--- config.mk ---
export PLATFORM = sky130hd
export DESIGN_NAME = echo_client_flat
export DESIGN_NICKNAME = d
export VERILOG_FILES = /design/src/rtl/echo_client_if.sv /design/src/rtl/echo_client.sv /design/src/flat_wrapper.sv
export SDC_FILE = /design/constraint.sdc
export NUM_CORES = 1
export LEC_CHECK = 0
export ABC_AREA = 0
export CAP_MARGIN = 20
export CORE_MARGIN = 3
export CORE_UTILIZATION = 33
export DETAILED_ROUTE_END_ITERATION = 12
export GPL_TIMING_DRIVEN = 1
export PLACE_DENSITY_LB_ADDON = 0.12
export SYNTH_ARGS = -nofsm -noshare
export SYNTH_HDL_FRONTEND = slang
export SYNTH_SLANG_ARGS = --single-unit
--- constraint.sdc ---
create_clock -name CLK -period 3.5 [get_ports CLK]
set_clock_uncertainty 0.1 [all_clocks]
set_input_delay 0.7 -clock CLK [delete_from_list [all_inputs] [get_ports CLK]]
set_output_delay 0.7 -clock CLK [all_outputs]
set_load 0.02 [all_outputs]
--- src/rtl/echo_client_if.sv ---
`default_nettype none
// ============================================================================
//  Module      : echo_client_if
//  Description : Say/heard handshake bundle between the echo client and the
//                echo server it exercises.
//  Revision    : 1.0 - initial release
// ============================================================================
interface echo_client_if #(
    parameter int DATA_WIDTH = 32
);
    logic                  say__ENA;
    logic [DATA_WIDTH-1:0] say_v;
    logic                  say__RDY;
    logic                  heard__ENA;
    logic [DATA_WIDTH-1:0] heard_v;
    logic                  heard__RDY;

    // Client side: issues say requests and accepts heard indications
    modport master (
        output say__ENA, say_v, heard__RDY,
        input  say__RDY, heard__ENA, heard_v
    );

    // Server side: accepts say requests and delivers heard indications
    modport slave (
        input  say__ENA, say_v, heard__RDY,
        output say__RDY, heard__ENA, heard_v
    );
endinterface
`default_nettype wire

--- src/rtl/echo_client.sv ---
`default_nettype none
// ============================================================================
//  Module      : echo_client
//  Description : Traffic generator/checker for an echo server. Sends a run of
//                incrementing payloads, bounds the number in flight, checks
//                every echoed payload in order and aborts on a stalled server.
//  Revision    : 1.0 - initial release
// ============================================================================
module echo_client #(
    parameter int DATA_WIDTH      = 32,
    parameter int MAX_OUTSTANDING = 4,
    parameter int TIMEOUT         = 1024
) (
    input  wire logic                  CLK,
    input  wire logic                  nRST,
    input  wire logic                  start__ENA,
    input  wire logic [15:0]           start_count,
    input  wire logic [DATA_WIDTH-1:0] start_base,
    output logic                       start__RDY,
    echo_client_if.master              srv,
    output logic                       done,
    output logic                       pass,
    output logic                       timeout,
    output logic [15:0]                err_count,
    output logic [15:0]                rcvd_count
);

    localparam int OW = $clog2(MAX_OUTSTANDING + 1);
    localparam int TW = $clog2(TIMEOUT + 1);

    localparam logic [OW-1:0] c_max_out = OW'(MAX_OUTSTANDING);
    localparam logic [TW-1:0] c_timeout = TW'(TIMEOUT);

    localparam logic [1:0] S_IDLE = 2'd0;
    localparam logic [1:0] S_RUN  = 2'd1;
    localparam logic [1:0] S_DONE = 2'd2;

    logic [1:0]            r_state;
    logic [15:0]           r_count;
    logic [DATA_WIDTH-1:0] r_base;
    logic [15:0]           r_sent;
    logic [15:0]           r_rcvd;
    logic [15:0]           r_err;
    logic [OW-1:0]         r_outstanding;
    logic [TW-1:0]         r_timer;
    logic                  r_timeout;

    logic                  w_start;
    logic                  w_run;
    logic                  w_say;
    logic                  w_heard_rdy;
    logic                  w_heard;
    logic [DATA_WIDTH-1:0] w_expect;
    logic                  w_mismatch;
    logic [15:0]           w_rcvd_next;
    logic [TW-1:0]         w_timer_next;
    logic                  w_stalled;
    logic                  w_timer_hit;

    // Handshake decode; say/heard are same-cycle functions of the current state
    always_comb begin
        w_start      = start__ENA & start__RDY;
        w_run        = (r_state == S_RUN);
        w_say        = w_run & (r_sent < r_count) & (r_outstanding < c_max_out) & srv.say__RDY;
        w_heard_rdy  = w_run & (r_outstanding != '0);
        w_heard      = srv.heard__ENA & w_heard_rdy;
        // Echoes come back in order, so the expected payload tracks the receive count
        w_expect     = r_base + DATA_WIDTH'(r_rcvd);
        w_mismatch   = w_heard & (srv.heard_v != w_expect);
        w_rcvd_next  = r_rcvd + 16'd1;
        w_timer_next = r_timer + TW'(1);
        w_stalled    = w_heard_rdy & ~w_heard;
        w_timer_hit  = w_stalled & (w_timer_next == c_timeout);
    end

    // Run control: start, completion on final echo, abort on stall timeout
    always_ff @(posedge CLK or negedge nRST) begin
        if (!nRST) begin
            r_state   <= S_IDLE;
            r_count   <= '0;
            r_base    <= '0;
            r_timeout <= 1'b0;
        end else if (w_start) begin
            r_count   <= start_count;
            r_base    <= start_base;
            r_timeout <= 1'b0;
            r_state   <= (start_count == 16'd0) ? S_DONE : S_RUN;
        end else if (w_run) begin
            if (w_heard && (w_rcvd_next == r_count)) begin
                r_state <= S_DONE;
            end else if (w_timer_hit) begin
                r_state   <= S_DONE;
                r_timeout <= 1'b1;
            end
        end
    end

    // Transaction bookkeeping: sent/received/error counts and in-flight depth
    always_ff @(posedge CLK or negedge nRST) begin
        if (!nRST) begin
            r_sent        <= '0;
            r_rcvd        <= '0;
            r_err         <= '0;
            r_outstanding <= '0;
        end else if (w_start) begin
            r_sent        <= '0;
            r_rcvd        <= '0;
            r_err         <= '0;
            r_outstanding <= '0;
        end else begin
            if (w_say) begin
                r_sent <= r_sent + 16'd1;
            end
            if (w_heard) begin
                r_rcvd <= w_rcvd_next;
            end
            if (w_mismatch && (r_err != 16'hFFFF)) begin
                r_err <= r_err + 16'd1;
            end
            // Simultaneous say and heard cancel out
            case ({w_say, w_heard})
                2'b10:   r_outstanding <= r_outstanding + OW'(1);
                2'b01:   r_outstanding <= r_outstanding - OW'(1);
                default: r_outstanding <= r_outstanding;
            endcase
        end
    end

    // Stall timer: counts waiting cycles, restarts on any echo or when nothing is in flight
    always_ff @(posedge CLK or negedge nRST) begin
        if (!nRST) begin
            r_timer <= '0;
        end else if (w_start) begin
            r_timer <= '0;
        end else if (w_stalled) begin
            r_timer <= w_timer_next;
        end else begin
            r_timer <= '0;
        end
    end

    // Output decode
    always_comb begin
        start__RDY     = (r_state == S_IDLE) | (r_state == S_DONE);
        srv.say__ENA   = w_say;
        srv.say_v      = r_base + DATA_WIDTH'(r_sent);
        srv.heard__RDY = w_heard_rdy;
        done           = (r_state == S_DONE);
        pass           = (r_state == S_DONE) & (r_err == 16'd0) & ~r_timeout;
        timeout        = r_timeout;
        err_count      = r_err;
        rcvd_count     = r_rcvd;
    end

endmodule
`default_nettype wire

--- src/flat_wrapper.sv ---
// flat-port wrapper written by rule: the top's interface ports become plain ports
module echo_client_flat 
#(
    parameter int DATA_WIDTH      = 32,
    parameter int MAX_OUTSTANDING = 4,
    parameter int TIMEOUT         = 1024
)
  (CLK, nRST, start__ENA, start_count, start_base, start__RDY, done, pass, timeout, err_count, rcvd_count, srv_say__ENA, srv_say_v, srv_heard__RDY, srv_say__RDY, srv_heard__ENA, srv_heard_v);
  echo_client_if #(.DATA_WIDTH(DATA_WIDTH)) srv_i ();
  input  wire logic CLK;
  input  wire logic nRST;
  input  wire logic start__ENA;
  input  wire logic [15:0] start_count;
  input  wire logic [DATA_WIDTH-1:0] start_base;
  output logic start__RDY;
  output logic done;
  output logic pass;
  output logic timeout;
  output logic [15:0] err_count;
  output logic [15:0] rcvd_count;
  output wire logic [$bits(srv_i.say__ENA)-1:0] srv_say__ENA;
  output wire logic [$bits(srv_i.say_v)-1:0] srv_say_v;
  output wire logic [$bits(srv_i.heard__RDY)-1:0] srv_heard__RDY;
  input wire logic [$bits(srv_i.say__RDY)-1:0] srv_say__RDY;
  input wire logic [$bits(srv_i.heard__ENA)-1:0] srv_heard__ENA;
  input wire logic [$bits(srv_i.heard_v)-1:0] srv_heard_v;
  assign srv_say__ENA = srv_i.say__ENA;
  assign srv_say_v = srv_i.say_v;
  assign srv_heard__RDY = srv_i.heard__RDY;
  assign srv_i.say__RDY = srv_say__RDY;
  assign srv_i.heard__ENA = srv_heard__ENA;
  assign srv_i.heard_v = srv_heard_v;
  echo_client #(.DATA_WIDTH(DATA_WIDTH), .MAX_OUTSTANDING(MAX_OUTSTANDING), .TIMEOUT(TIMEOUT)) u_core (.CLK(CLK), .nRST(nRST), .start__ENA(start__ENA), .start_count(start_count), .start_base(start_base), .start__RDY(start__RDY), .srv(srv_i), .done(done), .pass(pass), .timeout(timeout), .err_count(err_count), .rcvd_count(rcvd_count));
endmodule
==> metrics.md, run 1 <==
| Metric | Value |
|---|---|
| Worst path slowest cell | `or4_4` |
| Startpoint kind of the worst setup timing path | `flip-flop` |
| WL met1 | `14.0 mm` |
| DR DRC count | `0` |
| Fraction of synthesized cell area in xor and xnor cells | `12.2%` |
| Number of inserted diodes | `0` |
| Vias in the first global route | `8475` |
| Post-Synthesis Cells | `1079` |
| Max-cap check violation count | `0` |
| Worst path arrival time | `4120 ps` |
| Cell Area, Placed | `0.0117 sq mm` |
| Dominant combinational cell family by area after synthesis | `simple AND/OR/NAND/NOR gates` |
| Total buffers and inverters traversed by the critical path | `5` |
| Top cell type's share of synthesized area | `32.7%` |
| Antenna violations before repair | `0` |
| Leakage power summed over all cells | `5.87 nW` |
| Gr ovfl total | `0` |
| Largest stage delay, worst path | `490 ps` |
| Starting DRT DRC Count | `477` |
| Maximum number of pins on one net before global-route repair | `65` |
| Run status | `finished, violations left` |
| Final ANT Viol Nets | `0` |
| Die H | `168 um` |
| Number of placement rows | `58` |
| Share of synthesized area occupied by flip-flops and latches | `32.7%` |
| Floorplan Core Area | `0.0255 sq mm` |
| Top fanout value on the critical path | `6` |
| Final standard cell utilization of the core | `50.3%` |
| Adder-cell area share of the yosys netlist | `8.50%` |
| Top sig layer | `met4` |
| Effective utilization at floorplan | `34.0%` |
| Compound-gate portion of the synthesized area | `14.9%` |
| Final weighted congestion in routability-driven placement | `0.908` |
| Number of buffer cells added on primary ports | `154` |
| Mean routed wirelength per cell | `16.6 um` |
| Final nets | `1513` |
| Number of synthesized register bits | `113` |
| Count of flip-flops with a built-in enable after synthesis | `0` |
| Cell Area, Synth | `0.00865 sq mm` |
| CTS clk-pin slew, worst paths | `60 ps` |
| Die Area | `0.0282 sq mm` |
| Num ports | `155` |
| Crit path top cell by count | `buf_6` |
| Worst slew slack as a fraction of its limit | `41.1%` |
| Simple-gate share of the synthesized area | `25.7%` |
| Area delta synth->final | `48.0%` |
| Peak Freq | `0.254 GHz` |
| Largest voltage drop on the vdd net | `0.000341 V` |
| Worst Tran Pin Value | `880 ps` |
| Mapped Avg Cell Area | `8.02 sq um` |
| Maximum count of clock buffers along a single path | `2` |
| TritonCTS clock tree | `done` |
| Setup-violating endpoint count in the final report | `37` |
| Synth Net Count | `1221` |
| Final clock period utilization by the worst path | `112%` |
| Proportion of synthesized flip-flops having asynchronous set or reset | `100%` |
| Violations in the final reports | `setup timing` |
| Routed vias | `8643` |
| Setup ws final | `-437 ps` |
| Cells along the critical path | `buf_4 > buf_6 > buf_6 > ha_4 > fa_2 > a21o_1 > a22oi_2 > a31oi_2 > mux2i_1 > or4_4 > a211o_1 > nor4_4 > buf_4 > nand2_4 > buf_6 > and4_1 > mux2i_1` |
| Critical path capture point type | `flip-flop` |
| Worst setup path category | `reg2reg` |
| Logic depth of the worst path, buffers included | `17` |
| Mux cell area share after synthesis | `1.85%` |
| Overall track demand over capacity in global routing | `19.9%` |
| Die boundary width | `168 um` |
| Number of detailed-routing iterations run before antenna repair | `5` |
| Power per cell area | `645 mW/mm^2` |
| Largest area contributor in the netlist | `dfrtp_1` |
| Post-DR vias/cell | `5.04` |
| Required time worst endpoint | `3690 ps` |
| Top post-synthesis cells by count | `nand2_1, dfrtp_1, nor2_1` |
| Setup repair after global routing missed its margin | `true` |
| Worst R2R Path Depth | `17` |
| First-pass GRT wire length | `45.4 mm` |
| Area contributors post-synth | `dfrtp_1, nand2_1, ha_1` |
| Buffer type at the clock tree root | `clkbuf_16` |
| Post-route standard cell area excluding fillers | `0.0128 sq mm` |
| Ys flop type | `dfrtp_1` |
| Hold Buf Count CTS | `0` |
| Inserted Clock Buffers | `17` |
| Sum of net half-perimeters after detailed placement | `22.5 mm` |
| Clock period minus worst slack | `3940 ps` |
| Met2 routed WL | `12.8 mm` |
| Fraction of final layout cells with drive strength greater than 1 | `23.7%` |
| Most frequent cell after synthesis | `nand2_1` |
| Met3 WL post-DR | `1.40 mm` |
| Kind of cell adding the most delay to the critical path | `simple AND/OR/NAND/NOR gates` |
| Later-pin clock latency in the skew report | `410 ps` |
| Library cells used by synthesis | `66` |
| Synth warnings | `0` |
| Count of final hold-check violations | `0` |
| DRT Wirelength | `28.5 mm` |
| Worst hold path type | `in2async` |
| H-tree Lvls | `4` |
| Total number of clock tree sinks | `113` |
| Pins over their slew limit | `0` |
[stage by stage]
stage,hold slack [ps],instances,worst slack [ps],power [mW],TNS [ps]
global placement,379,1669,-559,6.26,-17910
finish,271,1714,-437,8.26,-12000
floorplan,304,1079,-110,4.40,-261
detailed placement,381,1669,-603,6.28,-18760
CTS,306,1711,-541,8.21,-14290
global route,339,1714,-641,8.84,-18530
[flip-flops by register name, summed over array words and instances (netlist names)]
signal	count
u_core.r_base	32
u_core.err_count	16
u_core.r_count	16
u_core.r_sent	16
u_core.rcvd_count	16
u_core.r_timer	11
u_core.r_outstanding	3
u_core.r_state	2
u_core.timeout	1
[metal layers]
metal  vias up  global-route usage, %
li1       4336                      -
met1      4073                   28.5
met2       213                   31.8
met3        21                   3.66
met4         0                   3.66
met5         -                      0
[layout by cell type, fill, tap and decap left out, types with 15 or more instances in the layout]
master and instances:
buf_4 177, inv_1 39, clkbuf_16 17, xnor2_1 71, ha_1 47, buf_6 15
xor2_1 37, a21oi_1 28, nand2_1 193, clkdlybuf4s50_1 126, mux2i_1 16, nand4_1 21
dfrtp_1 110, nor3_1 26, o21ai_0 62, nand3_1 37, nor2_1 82, and3_1 24
[logic make-up after synthesis]
kind of cell | after synthesis
AND/OR/NAND/NOR | 479
AO/OA/AOI/OAI | 204
XOR/XNOR | 121
flip-flops | 113
buffers and inverters | 89
adder cells (fa/ha/maj) | 57
multiplexers | 16
[power by group]
| part | total [mW] | leakage (nW) | internal, mW | switching [mW] |
|---|---|---|---|---|
| combinational | 4.45 | 4.09 | 2.11 | 2.34 |
| sequential | 2.00 | 1.49 | 1.65 | 0.358 |
| clock | 1.81 | 0.291 | 1.18 | 0.629 |
| total | 8.26 | 5.87 | 4.93 | 3.33 |
[path summary, 6_finish.rpt]
path                                               start                          endpoint  slack (ps)
hold reg to reg            u_core.r_base[16]$_DFFE_PN0P_     u_core.r_base[16]$_DFFE_PN0P_         390
min in group CLK           u_core.r_base[16]$_DFFE_PN0P_     u_core.r_base[16]$_DFFE_PN0P_         390
max in group asynchronous                           nRST  u_core.rcvd_count[9]$_DFFE_PN0P_        2180
setup reg to reg            u_core.r_base[0]$_DFFE_PN0P_   u_core.err_count[4]$_DFFE_PN0P_        -440
hold / removal                                      nRST     u_core.r_count[1]$_DFFE_PN0P_         270
setup / recovery            u_core.r_base[0]$_DFFE_PN0P_   u_core.err_count[4]$_DFFE_PN0P_        -440
[what timing repair did]
action / 4_1_cts / 5_1_grt
buffers inserted: 10 / 3
gates resized for setup: 191 / 54
cloned: 1 / 0
endpoints found under the setup margin: 44 / 45
pin swaps: 31 / 34
endpoints found under the hold margin: 0 / 0
[layout make-up]
class | instances | area (sq um)
Tap cell | 330 | 413
Clock inverter | 12 | 155
Inverter | 41 | 154
Sequential cell | 113 | 2830
Clock buffer | 20 | 467
Multi-Input combinational cell | 877 | 6000
Fill cell | 2465 | 12700
Timing Repair Buffer | 321 | 2790
Power figures use the tool's default switching activity.
==> run 2, diff against run 1 <==
--- a/config.mk
+++ b/config.mk
@@ -8,7 +8,7 @@
 export ABC_AREA = 0
 export CAP_MARGIN = 20
 export CORE_MARGIN = 3
-export CORE_UTILIZATION = 33
+export CORE_UTILIZATION = 49
 export DETAILED_ROUTE_END_ITERATION = 12
 export GPL_TIMING_DRIVEN = 1
 export PLACE_DENSITY_LB_ADDON = 0.12
==> run 2 against run 1 <==
The flow still finishes with violations (setup timing). Setup slack got worse by 120 ps. Register-to-register slack improved by 200 ps. Critical path depth fell by 3. Global-route usage rose by 8.6 points. Via count rose by 4.7%. Die area fell by 32%. Total power rose by 1.5%. Non-clock buffer count rose by 18. Largest cell class unchanged.
==> metrics.md, run 2 (same netlist as run 1, synthesis figures left out) <==
| Metric | Value |
|---|---|
| Cell Area, Placed | `0.0115 sq mm (-0.94%)` |
| Total design power | `8.38 mW (+1.5%)` |
| Worst path arrival time | `3250 ps (-870 ps)` |
| Worst hold slack across all endpoints | `175 ps (-96.6 ps)` |
| Post-route standard cell area excluding fillers | `0.0129 sq mm (+1.0%)` |
| Number of inserted diodes | `0 (unchanged)` |
| Floorplan Core Area | `0.0169 sq mm (-34%)` |
| Antenna violations before repair | `0 (unchanged)` |
| Die Area | `0.0193 sq mm (-32%)` |
| Setup-violating endpoint count in the final report | `38 (+2.7%)` |
| Count of final hold-check violations | `0 (unchanged)` |
| Hold Buf Count CTS | `0 (unchanged)` |
| Largest stage delay, worst path | `390 ps (-100 ps)` |
| Max FFs per register | `32 (unchanged)` |
| Effective utilization at floorplan | `51.1% (+17 points)` |
| Sum of net half-perimeters after detailed placement | `21.0 mm (-6.7%)` |
| Setup repair after global routing missed its margin | `true` |
| Commonest non-fill, non-tap cells in the layout | `nand2_1, buf_4, clkdlybuf4s50_1, dfrtp_1, nor2_1` |
| Largest voltage drop on the vdd net | `0.000438 V (+29%)` |
| TritonCTS clock tree | `done` |
| Buffer type at the clock tree root | `clkbuf_16` |
| Clock period minus worst slack | `4050 ps (+118 ps)` |
| Post-DR vias/cell | `5.58 (+11%)` |
| Routed vias | `9052 (+4.7%)` |
| First-pass GRT wire length | `44.8 mm (-1.4%)` |
| Number of detailed-routing iterations run before antenna repair | `5 (unchanged)` |
| Critical path capture point type | `output pin` |
| Kind of cell adding the most delay to the critical path | `compound AO/OA/AOI/OAI gates` |
| Worst Tran Pin Value | `840 ps (-39.9 ps)` |
| Vias in the first global route | `8759 (+3.4%)` |
| DRT Wirelength | `28.5 mm (-0.11%)` |
| Cells along the critical path | `ha_2 > buf_6 > a21o_1 > a21oi_2 > o21ai_2 > a211o_1 > nand4_1 > o211ai_1 > o221a_2 > buf_4 > o21a_4 > nand4_1 > xnor2_1 > buf_4` |
| Maximum count of clock buffers along a single path | `2 (unchanged)` |
| Number of placement rows | `47 (-19%)` |
| Maximum number of pins on one net before global-route repair | `72 (+11%)` |
| Worst hold path type | `in2async` |
| Final ANT Viol Nets | `0 (unchanged)` |
| Total buffers and inverters traversed by the critical path | `3 (-2)` |
| Number of buffer cells added on primary ports | `154 (unchanged)` |
| CTS clk-pin slew, worst paths | `60 ps (about the same)` |
| Mean routed wirelength per cell | `17.5 um (+5.6%)` |
| Die boundary width | `139 um (-17%)` |
| Later-pin clock latency in the skew report | `420 ps (about the same)` |
| Pins over their slew limit | `0 (unchanged)` |
| Startpoint kind of the worst setup timing path | `flip-flop` |
| Final weighted congestion in routability-driven placement | `0.926 (+2.0%)` |
| Power per cell area | `648 mW/mm^2 (+0.49%)` |
| Fraction of final layout cells with drive strength greater than 1 | `25.3% (+1.6 points)` |
| Required time worst endpoint | `2700 ps (-990 ps)` |
| Area delta synth->final | `49.5%` |
| Gr ovfl total | `0 (unchanged)` |
| Total number of clock tree sinks | `113 (unchanged)` |
| Leakage power summed over all cells | `6.00 nW (+2.2%)` |
| Top fanout value on the critical path | `4 (-2)` |
| Overall track demand over capacity in global routing | `28.5% (+8.6 points)` |
| Setup ws final | `-554 ps (-118 ps)` |
| Worst path slowest cell | `dfrtp_1` |
| Fillers | `1232 (-50%)` |
| Final clock period utilization by the worst path | `116% (+3.4 points)` |
| Final nets | `1531 (+1.2%)` |
| Run status | `finished, violations left` |
| Peak Freq | `0.247 GHz (-2.9%)` |
| Commonest non-fill, non-tap cell in the layout | `nand2_1` |
| Die H | `139 um (-17%)` |
| Violations in the final reports | `setup timing` |
| Max-cap check violation count | `0 (unchanged)` |
| Worst slew slack as a fraction of its limit | `43.8% (+2.7 points)` |
| Number of standard cells in the final layout excluding fillers | `1622 (-5.4%)` |
| DR DRC count | `0 (unchanged)` |
| Largest Register | `u_core.r_base` |
| Worst setup path category | `reg2out` |
| Starting DRT DRC Count | `630 (+32%)` |
| Inserted Clock Buffers | `17 (unchanged)` |
| H-tree Lvls | `4 (unchanged)` |
| Num ports | `155 (unchanged)` |
| Cell Count Post-Placement | `1563 (-6.4%)` |
[run 2: cell count changes in the layout (fill, tap and decap cells not counted), moves of 3 or more]
cell     before  now
a31oi_1      14    9
a31oi_4       0    3
buf_4       177  184
buf_6        15   24
[run 2: final cells by class]
type / count / area [sq um] / area share, %
clock buffer: 24 / 502 / 3.88
multi-input combinational: 877 / 6080 / 47.0
clock inverter: 8 / 101 / 0.783
sequential: 113 / 2830 / 21.9
inverter: 41 / 154 / 1.19
tap: 220 / 275 / 2.13
timing repair buffer: 339 / 2990 / 23.1
[run 2: worst reg2reg max path, delay by kind of cell, from the launching register on]
kind                       cells  cell delay, ps
and+or+nand+nor                4            1050
AOI/OAI and AO/OA              4             800
buffers and inverters          3             490
muxes                          2             250
DFF                            1             390
adders and majority gates      2             550
[run 2: metrics by stage]
| stage | utilization, % | TNS (ps) | setup WS (ps) |
|---|---|---|---|
| 3_5_place_dp | 68.2 | -17140 | -602 |
| 4_1_cts | 73.7 | -9240 | -519 |
| 2_1_floorplan | - | -261 | -110 |
| 5_1_grt | 76.4 | -18030 | -711 |
| 3_3_place_gp | 68.2 | -15330 | -521 |
| 6_report | 76.4 | -11870 | -554 |
[run 2: final timing paths]
check,startpoint,end,slack (ps),cells past startpoint
setup / recovery,u_core.r_base[0]$_DFFE_PN0P_,srv_say_v[27],-550,14
hold / removal,nRST,u_core.r_count[0]$_DFFE_PN0P_,170,1
setup reg to reg,u_core.r_base[0]$_DFFE_PN0P_,u_core.err_count[4]$_DFFE_PN0P_,-240,15
hold reg to reg,u_core.r_timer[0]$_DFF_PN0_,u_core.r_timer[0]$_DFF_PN0_,420,1
max in group asynchronous,nRST,u_core.r_base[12]$_DFFE_PN0P_,2310,2
min in group CLK,u_core.r_timer[0]$_DFF_PN0_,u_core.r_timer[0]$_DFF_PN0_,420,1
[run 2: timing repair]
| item | CTS | global route |
|---|---|---|
| buffers inserted | 12 | 16 |
| gates cloned | 1 | 0 |
| pin swaps | 33 | 31 |
| gates resized for setup | 199 | 68 |
| setup endpoints to repair | 44 | 45 |
[run 2: where the power goes]
part | switching (mW) | internal, mW
Sequential | 0.424 | 1.65
Clock | 0.613 | 1.14
Combinational | 2.41 | 2.15
[run 2: metal layers]
| layer | part of all wire, % | vias up | track usage (%) | wire length, um |
|---|---|---|---|---|
| li1 | - | 4378 | - | - |
| met5 | 0 | - | 0 | 0 |
| met1 | 45 | 4322 | 39.1 | 12700 |
| met2 | 48 | 323 | 47.7 | 13600 |
| met4 | 1.4 | 0 | 6.28 | 392 |
| met3 | 6.2 | 29 | 4.86 | 1760 |
==> run 3, diff against run 2 <==
--- a/config.mk
+++ b/config.mk
@@ -6,9 +6,8 @@
 export NUM_CORES = 1
 export LEC_CHECK = 0
 export ABC_AREA = 0
-export CAP_MARGIN = 20
 export CORE_MARGIN = 3
-export CORE_UTILIZATION = 49
+export CORE_UTILIZATION = 53
 export DETAILED_ROUTE_END_ITERATION = 12
 export GPL_TIMING_DRIVEN = 1
 export PLACE_DENSITY_LB_ADDON = 0.12
==> constraint.sdc (replaced) <==
create_clock -name CLK -period 3.8 [get_ports CLK]
set_clock_uncertainty 0.1 [all_clocks]
set_input_delay 0.76 -clock CLK [delete_from_list [all_inputs] [get_ports CLK]]
set_output_delay 0.76 -clock CLK [all_outputs]
set_load 0.02 [all_outputs]
==> run 3 against run 2 <==
The flow still finishes with violations (setup timing). Cell count down 5.2%. Clock-buffer cell count is 2 lower. Clock power up 4%. Critical path depth increased by 1. Highest routed layer unchanged.
==> metrics.md, run 3 (same netlist as run 1, synthesis figures left out) <==
| Metric | Value |
|---|---|
| Final nets | `1451 (-5.2%)` |
| Buffer type at the clock tree root | `clkbuf_16` |
| Count of final hold-check violations | `0 (unchanged)` |
| Number of buffer cells added on primary ports | `154 (unchanged)` |
| Worst-case setup slack after placement | `-442 ps (+159 ps)` |
| Leakage power summed over all cells | `5.53 nW (-7.9%)` |
| Worst path arrival time | `3280 ps (+30 ps)` |
| Area delta synth->final | `37.5%` |
| Required time worst endpoint | `2940 ps (+240 ps)` |
| Max FFs per register | `32 (unchanged)` |
| Maximum count of clock buffers along a single path | `2 (unchanged)` |
| Worst setup path category | `reg2out` |
| Routed vias | `8896 (-1.7%)` |
| Clock period minus worst slack | `4140 ps` |
| Inserted Clock Buffers | `17 (unchanged)` |
| Die Area | `0.0179 sq mm (-7.2%)` |
| Worst hold slack across all endpoints | `221 ps (+46.6 ps)` |
| Largest Register | `u_core.r_base` |
| Violations in the final reports | `setup timing` |
| Final clock period utilization by the worst path | `109%` |
| Worst hold path type | `in2async` |
| Mean routed wirelength per cell | `17.8 um (+1.4%)` |
| Cell Area, Placed | `0.0110 sq mm (-5.1%)` |
| Setup-violating endpoint count in the final report | `19 (-50%)` |
| Total design power | `7.48 mW (-11%)` |
| Worst slew slack as a fraction of its limit | `36.5% (-7.3 points)` |
| Starting DRT DRC Count | `692 (+9.8%)` |
| Commonest non-fill, non-tap cells in the layout | `nand2_1, clkdlybuf4s50_1, buf_4, dfrtp_1, nor2_1` |
| Number of inserted diodes | `0 (unchanged)` |
| Post-DR vias/cell | `5.78 (+3.6%)` |
| DRT Wirelength | `27.4 mm (-3.9%)` |
| R2R Setup Slk | `10 ps (+250 ps)` |
| Worst Tran Pin Value | `952 ps (+112 ps)` |
| Vias in the first global route | `8660 (-1.1%)` |
| Run status | `finished, violations left` |
| H-tree Lvls | `4 (unchanged)` |
| DR DRC count | `0 (unchanged)` |
| Cell Count Post-Placement | `1491 (-4.6%)` |
| CTS clk-pin slew, worst paths | `60 ps (about the same)` |
| Maximum number of pins on one net before global-route repair | `93 (+29%)` |
| Critical path capture point type | `output pin` |
| Effective utilization at floorplan | `54.3% (+3.2 points)` |
| Max-cap check violation count | `0 (unchanged)` |
| First-pass GRT wire length | `44.3 mm (-1.1%)` |
| Peak Freq | `0.242 GHz` |
| Largest stage delay, worst path | `350 ps (-40 ps)` |
| Power per cell area | `628 mW/mm^2 (-3.0%)` |
| Final weighted congestion in routability-driven placement | `0.952 (+2.8%)` |
| Final ANT Viol Nets | `0 (unchanged)` |
| Pins over their slew limit | `0 (unchanged)` |
| Floorplan Core Area | `0.0159 sq mm (-5.9%)` |
| Commonest non-fill, non-tap cell in the layout | `nand2_1` |
| Top fanout value on the critical path | `8 (+4)` |
| Final sum of negative setup slack | `-3160 ps (+8710 ps)` |
| Number of placement rows | `46 (-2.1%)` |
| Worst path slowest cell | `dfrtp_1` |
| Number of standard cells in the final layout excluding fillers | `1538 (-5.2%)` |
| Fraction of final layout cells with drive strength greater than 1 | `16.3% (-9.0 points)` |
| Setup ws final | `-338 ps (+216 ps)` |
| Startpoint kind of the worst setup timing path | `flip-flop` |
| Largest voltage drop on the vdd net | `0.000425 V (-2.9%)` |
| Number of detailed-routing iterations run before antenna repair | `6 (+1)` |
| Cells along the critical path | `ha_2 > inv_2 > fa_2 > nor2b_1 > o21ai_1 > a21boi_1 > o21ai_2 > a21boi_2 > o21bai_1 > a31oi_1 > o211ai_1 > buf_6 > a211oi_4 > xor2_1 > buf_4` |
| Final standard cell utilization of the core | `74.7% (-1.7 points)` |
| Overall track demand over capacity in global routing | `30.7% (+2.1 points)` |
| Die H | `134 um (-3.7%)` |
| Gr ovfl total | `0 (unchanged)` |
| Antenna violations before repair | `0 (unchanged)` |
| Hold Buf Count CTS | `0 (unchanged)` |
| Total number of clock tree sinks | `113 (unchanged)` |
| Sum of net half-perimeters after detailed placement | `20.2 mm (-3.9%)` |
| Setup repair after global routing missed its margin | `true` |
| TritonCTS clock tree | `done` |
| Post-route standard cell area excluding fillers | `0.0119 sq mm (-8.0%)` |
| Later-pin clock latency in the skew report | `420 ps (about the same)` |
| Die boundary width | `134 um (-3.7%)` |
| Num ports | `155 (unchanged)` |
## run 3: critical path: cells and delay by family, from the launching register on
family / cells / cell delay [ps]
XOR/XNOR: 1 / 170
adder cells (fa/ha/maj): 2 / 530
AND/OR/NAND/NOR: 1 / 110
flip-flops: 1 / 350
buffers and inverters: 3 / 390
AO/OA/AOI/OAI: 8 / 1310
## run 3: what timing repair did
item                                    4_1_cts  5_1_grt
endpoints found under the setup margin       43       44
cloned                                        1        0
pin swaps                                    27       11
buffers inserted                              9        5
resized for setup                           140       43
## run 3: report_power, final
group / internal (mW) / total, mW / leakage, nW / switching, mW
clock network: 1.26 / 1.82 / 0.320 / 0.560
logic: 1.67 / 3.71 / 3.72 / 2.04
registers: 1.51 / 1.94 / 1.49 / 0.429
## run 3: area by class of cell
type / instances / area [sq um]
Fill cell: 1211 / 4040
Tap cell: 216 / 270
Timing Repair Buffer: 259 / 2300
Multi-Input combinational cell: 877 / 5680
Clock inverter: 10 / 205
Clock buffer: 22 / 464
Sequential cell: 113 / 2830
Inverter: 41 / 154
## run 3: path summary, 6_finish.rpt
check	startpoint	end	depth (start not counted)
max	u_core.r_sent[0]$_DFFE_PN0P_	srv_say_v[26]	15
min	nRST	u_core.r_base[28]$_DFFE_PN0P_	1
max reg2reg	u_core.r_base[0]$_DFFE_PN0P_	u_core.err_count[4]$_DFFE_PN0P_	15
min reg2reg	u_core.r_timer[0]$_DFF_PN0_	u_core.r_timer[0]$_DFF_PN0_	1
max in group asynchronous	nRST	u_core.r_sent[9]$_DFFE_PN0P_	2
min in group CLK	u_core.r_timer[0]$_DFF_PN0_	u_core.r_timer[0]$_DFF_PN0_	1
## run 3: routing by layer
layer	vias up	global-route usage, %	wire length [um]
li1	4229	-	-
met1	4242	41.7	12000
met2	360	49.2	12700
met3	65	5.33	1830
met4	0	11.7	828
met5	-	0	0
